[src/rtl/udp_rx_packer.sv]
// Packs the UDP payload nibble stream into sop/eop tagged bytes behind a show-ahead FIFO.
// Optional frame length report: define RX_PKT_LEN_EN to add pkt_len/pkt_len_vld.
module udp_rx_packer #(
    parameter int FIFO_AW = 4,
    parameter int LEN_W   = 11
) (
    input  logic             r_clk,
    input  logic             rst_n,
    input  logic             fifo_en,
    input  logic [3:0]       fifo_data,
    output logic [7:0]       m_data,
    output logic             m_valid,
    input  logic             m_ready,
    output logic             m_sop,
    output logic             m_eop,
    output logic             m_err,
    output logic             odd_err,
    output logic             overflow
`ifdef RX_PKT_LEN_EN
    ,
    output logic [LEN_W-1:0] pkt_len,
    output logic             pkt_len_vld
`endif
);
    // state  | meaning
    // S_IDLE | between frames, waiting for first nibble
    // S_HI   | low nibble latched, waiting for high nibble
    // S_LO   | byte complete, waiting for next low nibble or frame end
    // S_DROP | discarding rest of frame (overflow or pending terminator)
    typedef enum logic [1:0] {S_IDLE, S_HI, S_LO, S_DROP} state_t;

    typedef struct packed {
        logic       err;
        logic       sop;
        logic       eop;
        logic [7:0] data;
    } ent_t;

    localparam int DEPTH = 1 << FIFO_AW;

    state_t             state_q, state_d;
    logic [3:0]         lo_q, lo_d;
    logic               first_q, first_d;
    logic               stg_vld_q, stg_vld_d;
    logic               stg_sop_q, stg_sop_d;
    logic [7:0]         stg_data_q, stg_data_d;
    logic               pend_err_q, pend_err_d;
    logic               drop_err_q, drop_err_d;
    logic               odd_err_q, odd_err_d;
    logic               overflow_q, overflow_d;

    ent_t               mem_q [DEPTH];
    logic [FIFO_AW-1:0] wr_ptr_q, rd_ptr_q;
    logic [FIFO_AW:0]   cnt_q, cnt_d;
    logic               full;
    logic               pop;
    logic               term_req;
    logic               data_req;
    logic               push_en;
    ent_t               data_ent;
    ent_t               push_ent;
    ent_t               head;

    assign full     = (cnt_q == (FIFO_AW+1)'(DEPTH));
    assign term_req = pend_err_q && !full;

    always_comb begin
        state_d    = state_q;
        lo_d       = lo_q;
        first_d    = first_q;
        stg_vld_d  = stg_vld_q;
        stg_sop_d  = stg_sop_q;
        stg_data_d = stg_data_q;
        pend_err_d = pend_err_q;
        drop_err_d = drop_err_q;
        odd_err_d  = 1'b0;
        overflow_d = 1'b0;
        data_req   = 1'b0;
        data_ent   = '0;
        if (term_req) pend_err_d = 1'b0;
        case (state_q)
            S_IDLE: begin
                if (fifo_en) begin
                    if (pend_err_q) begin
                        drop_err_d = 1'b0;
                        state_d    = S_DROP;
                    end else begin
                        lo_d    = fifo_data;
                        first_d = 1'b1;
                        state_d = S_HI;
                    end
                end
            end
            S_HI: begin
                if (fifo_en) begin
                    data_req   = stg_vld_q;
                    data_ent   = '{err: 1'b0, sop: stg_sop_q, eop: 1'b0, data: stg_data_q};
                    stg_vld_d  = 1'b1;
                    stg_sop_d  = first_q;
                    stg_data_d = {fifo_data, lo_q};
                    first_d    = 1'b0;
                    state_d    = S_LO;
                end else begin
                    odd_err_d = 1'b1;
                    data_req  = stg_vld_q;
                    data_ent  = '{err: 1'b0, sop: stg_sop_q, eop: 1'b1, data: stg_data_q};
                    stg_vld_d = 1'b0;
                    state_d   = S_IDLE;
                end
            end
            S_LO: begin
                if (fifo_en) begin
                    lo_d    = fifo_data;
                    state_d = S_HI;
                end else begin
                    data_req  = stg_vld_q;
                    data_ent  = '{err: 1'b0, sop: stg_sop_q, eop: 1'b1, data: stg_data_q};
                    stg_vld_d = 1'b0;
                    state_d   = S_IDLE;
                end
            end
            default: begin
                if (!fifo_en) begin
                    if (drop_err_q) pend_err_d = 1'b1;
                    state_d = S_IDLE;
                end
            end
        endcase
        // A drop on the frame-end push has no nibbles left to discard, so arm the terminator directly.
        if (data_req && full) begin
            overflow_d = 1'b1;
            stg_vld_d  = 1'b0;
            if (state_d == S_IDLE) begin
                pend_err_d = 1'b1;
            end else begin
                drop_err_d = 1'b1;
                state_d    = S_DROP;
            end
        end
    end

    assign push_en  = term_req || (data_req && !full);
    assign push_ent = term_req ? '{err: 1'b1, sop: 1'b0, eop: 1'b1, data: 8'h00} : data_ent;
    assign pop      = m_valid && m_ready;

    always_comb begin
        cnt_d = cnt_q;
        case ({push_en, pop})
            2'b10:   cnt_d = cnt_q + 1'b1;
            2'b01:   cnt_d = cnt_q - 1'b1;
            default: cnt_d = cnt_q;
        endcase
    end

    always_ff @(posedge r_clk or negedge rst_n) begin
        if (!rst_n) begin
            state_q    <= S_IDLE;
            lo_q       <= '0;
            first_q    <= 1'b0;
            stg_vld_q  <= 1'b0;
            stg_sop_q  <= 1'b0;
            stg_data_q <= '0;
            pend_err_q <= 1'b0;
            drop_err_q <= 1'b0;
            odd_err_q  <= 1'b0;
            overflow_q <= 1'b0;
            wr_ptr_q   <= '0;
            rd_ptr_q   <= '0;
            cnt_q      <= '0;
        end else begin
            state_q    <= state_d;
            lo_q       <= lo_d;
            first_q    <= first_d;
            stg_vld_q  <= stg_vld_d;
            stg_sop_q  <= stg_sop_d;
            stg_data_q <= stg_data_d;
            pend_err_q <= pend_err_d;
            drop_err_q <= drop_err_d;
            odd_err_q  <= odd_err_d;
            overflow_q <= overflow_d;
            cnt_q      <= cnt_d;
            if (push_en) wr_ptr_q <= wr_ptr_q + 1'b1;
            if (pop)     rd_ptr_q <= rd_ptr_q + 1'b1;
        end
    end

    always_ff @(posedge r_clk) begin
        if (push_en) mem_q[wr_ptr_q] <= push_ent;
    end

    assign head     = mem_q[rd_ptr_q];
    assign m_valid  = (cnt_q != '0);
    assign m_data   = m_valid ? head.data : 8'h00;
    assign m_sop    = m_valid && head.sop;
    assign m_eop    = m_valid && head.eop;
    assign m_err    = m_valid && head.err;
    assign odd_err  = odd_err_q;
    assign overflow = overflow_q;

`ifdef RX_PKT_LEN_EN
    logic             data_push_en;
    logic [LEN_W-1:0] len_cnt_q, len_cnt_d;
    logic [LEN_W-1:0] pkt_len_q;
    logic             pkt_len_vld_q;

    assign data_push_en = data_req && !full;

    always_comb begin
        len_cnt_d = len_cnt_q;
        if (data_push_en) begin
            if (data_ent.sop)    len_cnt_d = LEN_W'(1);
            else if (!(&len_cnt_q)) len_cnt_d = len_cnt_q + 1'b1;
        end
    end

    always_ff @(posedge r_clk or negedge rst_n) begin
        if (!rst_n) begin
            len_cnt_q     <= '0;
            pkt_len_q     <= '0;
            pkt_len_vld_q <= 1'b0;
        end else begin
            len_cnt_q     <= len_cnt_d;
            pkt_len_vld_q <= data_push_en && data_ent.eop;
            if (data_push_en && data_ent.eop) pkt_len_q <= len_cnt_d;
        end
    end

    assign pkt_len     = pkt_len_q;
    assign pkt_len_vld = pkt_len_vld_q;
`endif

endmodule

[config.mk]
export PLATFORM = sky130hd
export DESIGN_NAME = udp_rx_packer
export DESIGN_NICKNAME = d
export VERILOG_FILES = /design/src/rtl/udp_rx_packer.sv
export SDC_FILE = /design/constraint.sdc
export NUM_CORES = 1
export LEC_CHECK = 0
export CAP_MARGIN = 5
export CORE_MARGIN = 5
export CORE_UTILIZATION = 55
export CTS_BUF_LIST = sky130_fd_sc_hd__clkbuf_4
export DETAILED_ROUTE_END_ITERATION = 12
export PLACE_DENSITY = 0.7
export REMOVE_ABC_BUFFERS = 1
export SLEW_MARGIN = 5
export SYNTH_ARGS = -nofsm -noshare
export SYNTH_HDL_FRONTEND = slang
export SYNTH_SLANG_ARGS = --single-unit
[constraint.sdc]
create_clock -name r_clk -period 3.6 [get_ports r_clk]
set_input_delay 0.72 -clock r_clk [delete_from_list [all_inputs] [get_ports r_clk]]
set_output_delay 0.72 -clock r_clk [all_outputs]
set_load 0.05 [all_outputs]
==> flow_summary.json <==
{
  "hold_viol_final": 0,
  "ys.flop_type": "edfxtp_1",
  "cts_tree": "built",
  "core_area_um2": 15700,
  "cp-end-kind": "primary output",
  "crit_type": "flip-flop to primary output",
  "start_util_pct": 55.4,
  "comb_power_share_pct": 36.5,
  "clockPowerShare_pct": 22.6,
  "r2r-end": "cnt_q[4]$_DFFE_PN0P_",
  "synth_area_leaders": "edfxtp_1, mux4_2, dfrtp_1",
  "grt_max_degree": 37,
  "synth_seq_cells": 210,
  "n_fill_cell": 1131,
  "wl_um": 16200,
  "status": "complete, no violations",
  "skew_ps": 25.4,
  "critPathCapture": "m_data[5]",
  "ant_nets": 0,
  "hpwl_um": 10000,
  "internal_power_mw": 5.24,
  "vias_per_cell": 5.68,
  "port_buffers": 21,
  "rr_startpoint": "state_q[0]$_DFF_PN0_",
  "swShare_pct": 35.1,
  "power_frac_seq_pct": 40.9,
  "crit_fanout": 36,
  "hold_path_class": "flip-flop to flip-flop",
  "yosysUniqueCellTypes": 52,
  "yosysMostFrequentCell": "edfxtp_1",
  "io_pins": 22,
  "diodes": 0,
  "rr_worst_depth": 12,
  "p_leak_nw": 3.56,
  "drv_cap": 0,
  "clock.fmax_ghz": 0.290,
  "drv_slew": 0,
  "first_global_vias": 4808,
  "die_area_um2": 18500,
  "gr-total-overflow": 0,
  "required_ps": 2880,
  "die-width_um": 136,
  "tightest_slew_ps": 1060,
  "layout.nets": 556,
  "placed_area_um2": 9240,
  "rsz0062_at_grt": "no",
  "ys_async_sr_fraction_pct": 16.2,
  "synth.avg_cell_area_um2": 18.7,
  "crit_path_start": "rd_ptr_q[0]$_DFFE_PN0P_",
  "slowest_delay_ps": 550,
  "area_growth_syn_to_layout_pct": 13.0,
  "synth_common_cells": "edfxtp_1, mux4_2, dfrtp_1",
  "cts_setup_buffers": 0,
  "powerDensity_nw_per_um2": 820,
  "ys_warn_count": 0,
  "final_util_pct": 62.7,
  "worst_slack_ps": 152,
  "vdd.ir_drop.worst_v": 0.000661,
  "crit_path_start_kind": "flip-flop",
  "fp-row-count": 46,
  "netlist_instances": 466,
  "clkSinkCount": 210,
  "drc": 0,
  "die-height_um": 136,
  "ys_seq_area_share_pct": 70.4,
  "clockBufferDepth": 3,
  "drtIter0Drc": 322,
  "clk_pin_slew_worst_paths_ps": 70,
  "post-route-min-period_ps": 3450,
  "pre_cts_ws_ps": 133,
  "cts_buffers": 52,
  "gp_congestion": 0.818,
  "period_share_pct": 95.8,
  "synth_edf_count": 176,
  "antenna_found_initial": 0,
  "r2r_setup_slack_ps": 530,
  "synth_area_leader_cell": "edfxtp_1",
  "power.total_mw": 8.08,
  "cts_root_buf": "clkbuf_4",
  "wl_per_cell_um": 20.6,
  "drive_above_1_share_pct": 30.3,
  "fin_area_um2": 9840,
  "num_vias": 4454,
  "clock_latency_ps": 630,
  "switching_power_mw": 2.83,
  "htreeDepth": 2,
  "crit_chain": "buf_12 -> mux4_2 -> mux2i_1 -> o22ai_1 -> dlygate4sd2_1",
  "crit_arrival_ps": 2730,
  "drt-pass1-iter-count": 4,
  "synthesis.area_um2": 8710,
  "slew_headroom_pct": 29.0,
  "setup_viol": 0,
  "yosysTopAreaCellShare_pct": 60.7,
  "grt_util_all_layers_pct": 18.6,
  "grt_first_pass_wirelength_um": 25800,
  "critPathSlowestCell": "mux4_2"
}
## worst min-delay path by stage
stage	start	to	slack, ps	cells past startpoint
2_1_floorplan	rst_n	cnt_q[0]$_DFFE_PN0P_	420	0
4_1_cts	drop_err_q$_DFF_PN0_	drop_err_q$_DFF_PN0_	480	2
5_1_grt	stg_data_q[4]$_DFFE_PN0P_	stg_data_q[4]$_DFFE_PN0P_	520	1
6_report	drop_err_q$_DFF_PN0_	drop_err_q$_DFF_PN0_	480	2
3_5_place_dp	drop_err_q$_DFF_PN0_	drop_err_q$_DFF_PN0_	470	2
3_3_place_gp	drop_err_q$_DFF_PN0_	drop_err_q$_DFF_PN0_	460	2
## area by class of cell
cell class / count / area, um2 / area share, %
clock buffers: 76 / 571 / 5.80
clock inverters: 11 / 42.5 / 0.432
inverters: 10 / 37.5 / 0.381
multi-input cells: 221 / 2410 / 24.5
flip-flops and latches: 210 / 6140 / 62.4
well taps: 216 / 270 / 2.75
repair buffers: 40 / 377 / 3.83
## registers in the layout (all words and copies together), names as in the netlist, 2 cells and up
register    cells
mem_q         176
cnt_q           5
lo_q            4
rd_ptr_q        4
state_q         2
wr_ptr_q        4
stg_data_q      8
## worst max-delay path, delay by kind of cell, from the launching register on
kind	cells	cell delay [ps]
mux	2	780
compound gates	1	180
buf+inv	2	750
flops	1	390
## timing repair
item,CTS,global route
setup endpoints to repair,11,10
hold buffers,0,0
pin swaps,0,0
gates resized for setup,12,1
## cell usage in the layout (no fill, tap or decap), types with 3 or more instances in the layout
cell and count:
buf_4 16, nand3_1 6, nand2_1 10, mux4_2 44, nor3_1 4, inv_1 9, dfrtp_1 32, mux2_2 15
ha_1 13, clkinv_1 9, nor2_1 8, nor2b_1 7, and3_1 8, clkbuf_4 76, buf_12 3, xnor2_1 7
clkdlybuf4s50_1 10, mux2i_1 24, and2_1 9, a21oi_1 5, edfxtp_1 176, xor2_1 4, dlygate4sd2_1 11, o22ai_1 11
o21ai_0 8, nand2b_1 3
## power groups by stage
stage / registers [mW] / clock network [mW] / logic (mW)
global route: 3.34 / 2.00 / 3.21
CTS: 3.30 / 1.88 / 3.00
finish: 3.30 / 1.83 / 2.95
global placement: 3.33 / 0 / 2.99
floorplan: 3.48 / 0 / 1.98
detailed placement: 3.35 / 0 / 3.07
## stage by stage
| step | setup TNS (ps) | hold WS (ps) | cells |
|---|---|---|---|
| floorplan | -3790 | 424 | 441 |
| global placement | 0 | 459 | 697 |
| detailed placement | 0 | 467 | 697 |
| CTS | 0 | 481 | 784 |
| global route | 0 | 517 | 784 |
| finish | 0 | 481 | 784 |
## logic make-up after synthesis
group | synth area share, %
flip-flops | 70.4
AO/OA/AOI/OAI | 3.07
buffers and inverters | 2.11
adder cells (fa/ha/maj) | 1.87
AND/OR/NAND/NOR | 5.16
multiplexers | 16.2
XOR/XNOR | 1.11
## metal layers
| layer | up-vias | global-route usage (%) | wire (um) |
|---|---|---|---|
| li1 | 2030 | - | - |
| met1 | 2301 | 23.8 | 6750 |
| met2 | 100 | 31.6 | 8420 |
| met3 | 23 | 4.18 | 719 |
| met4 | 0 | 6.61 | 275 |
| met5 | - | 0 | 0 |
(Power assumes the default switching activity.)
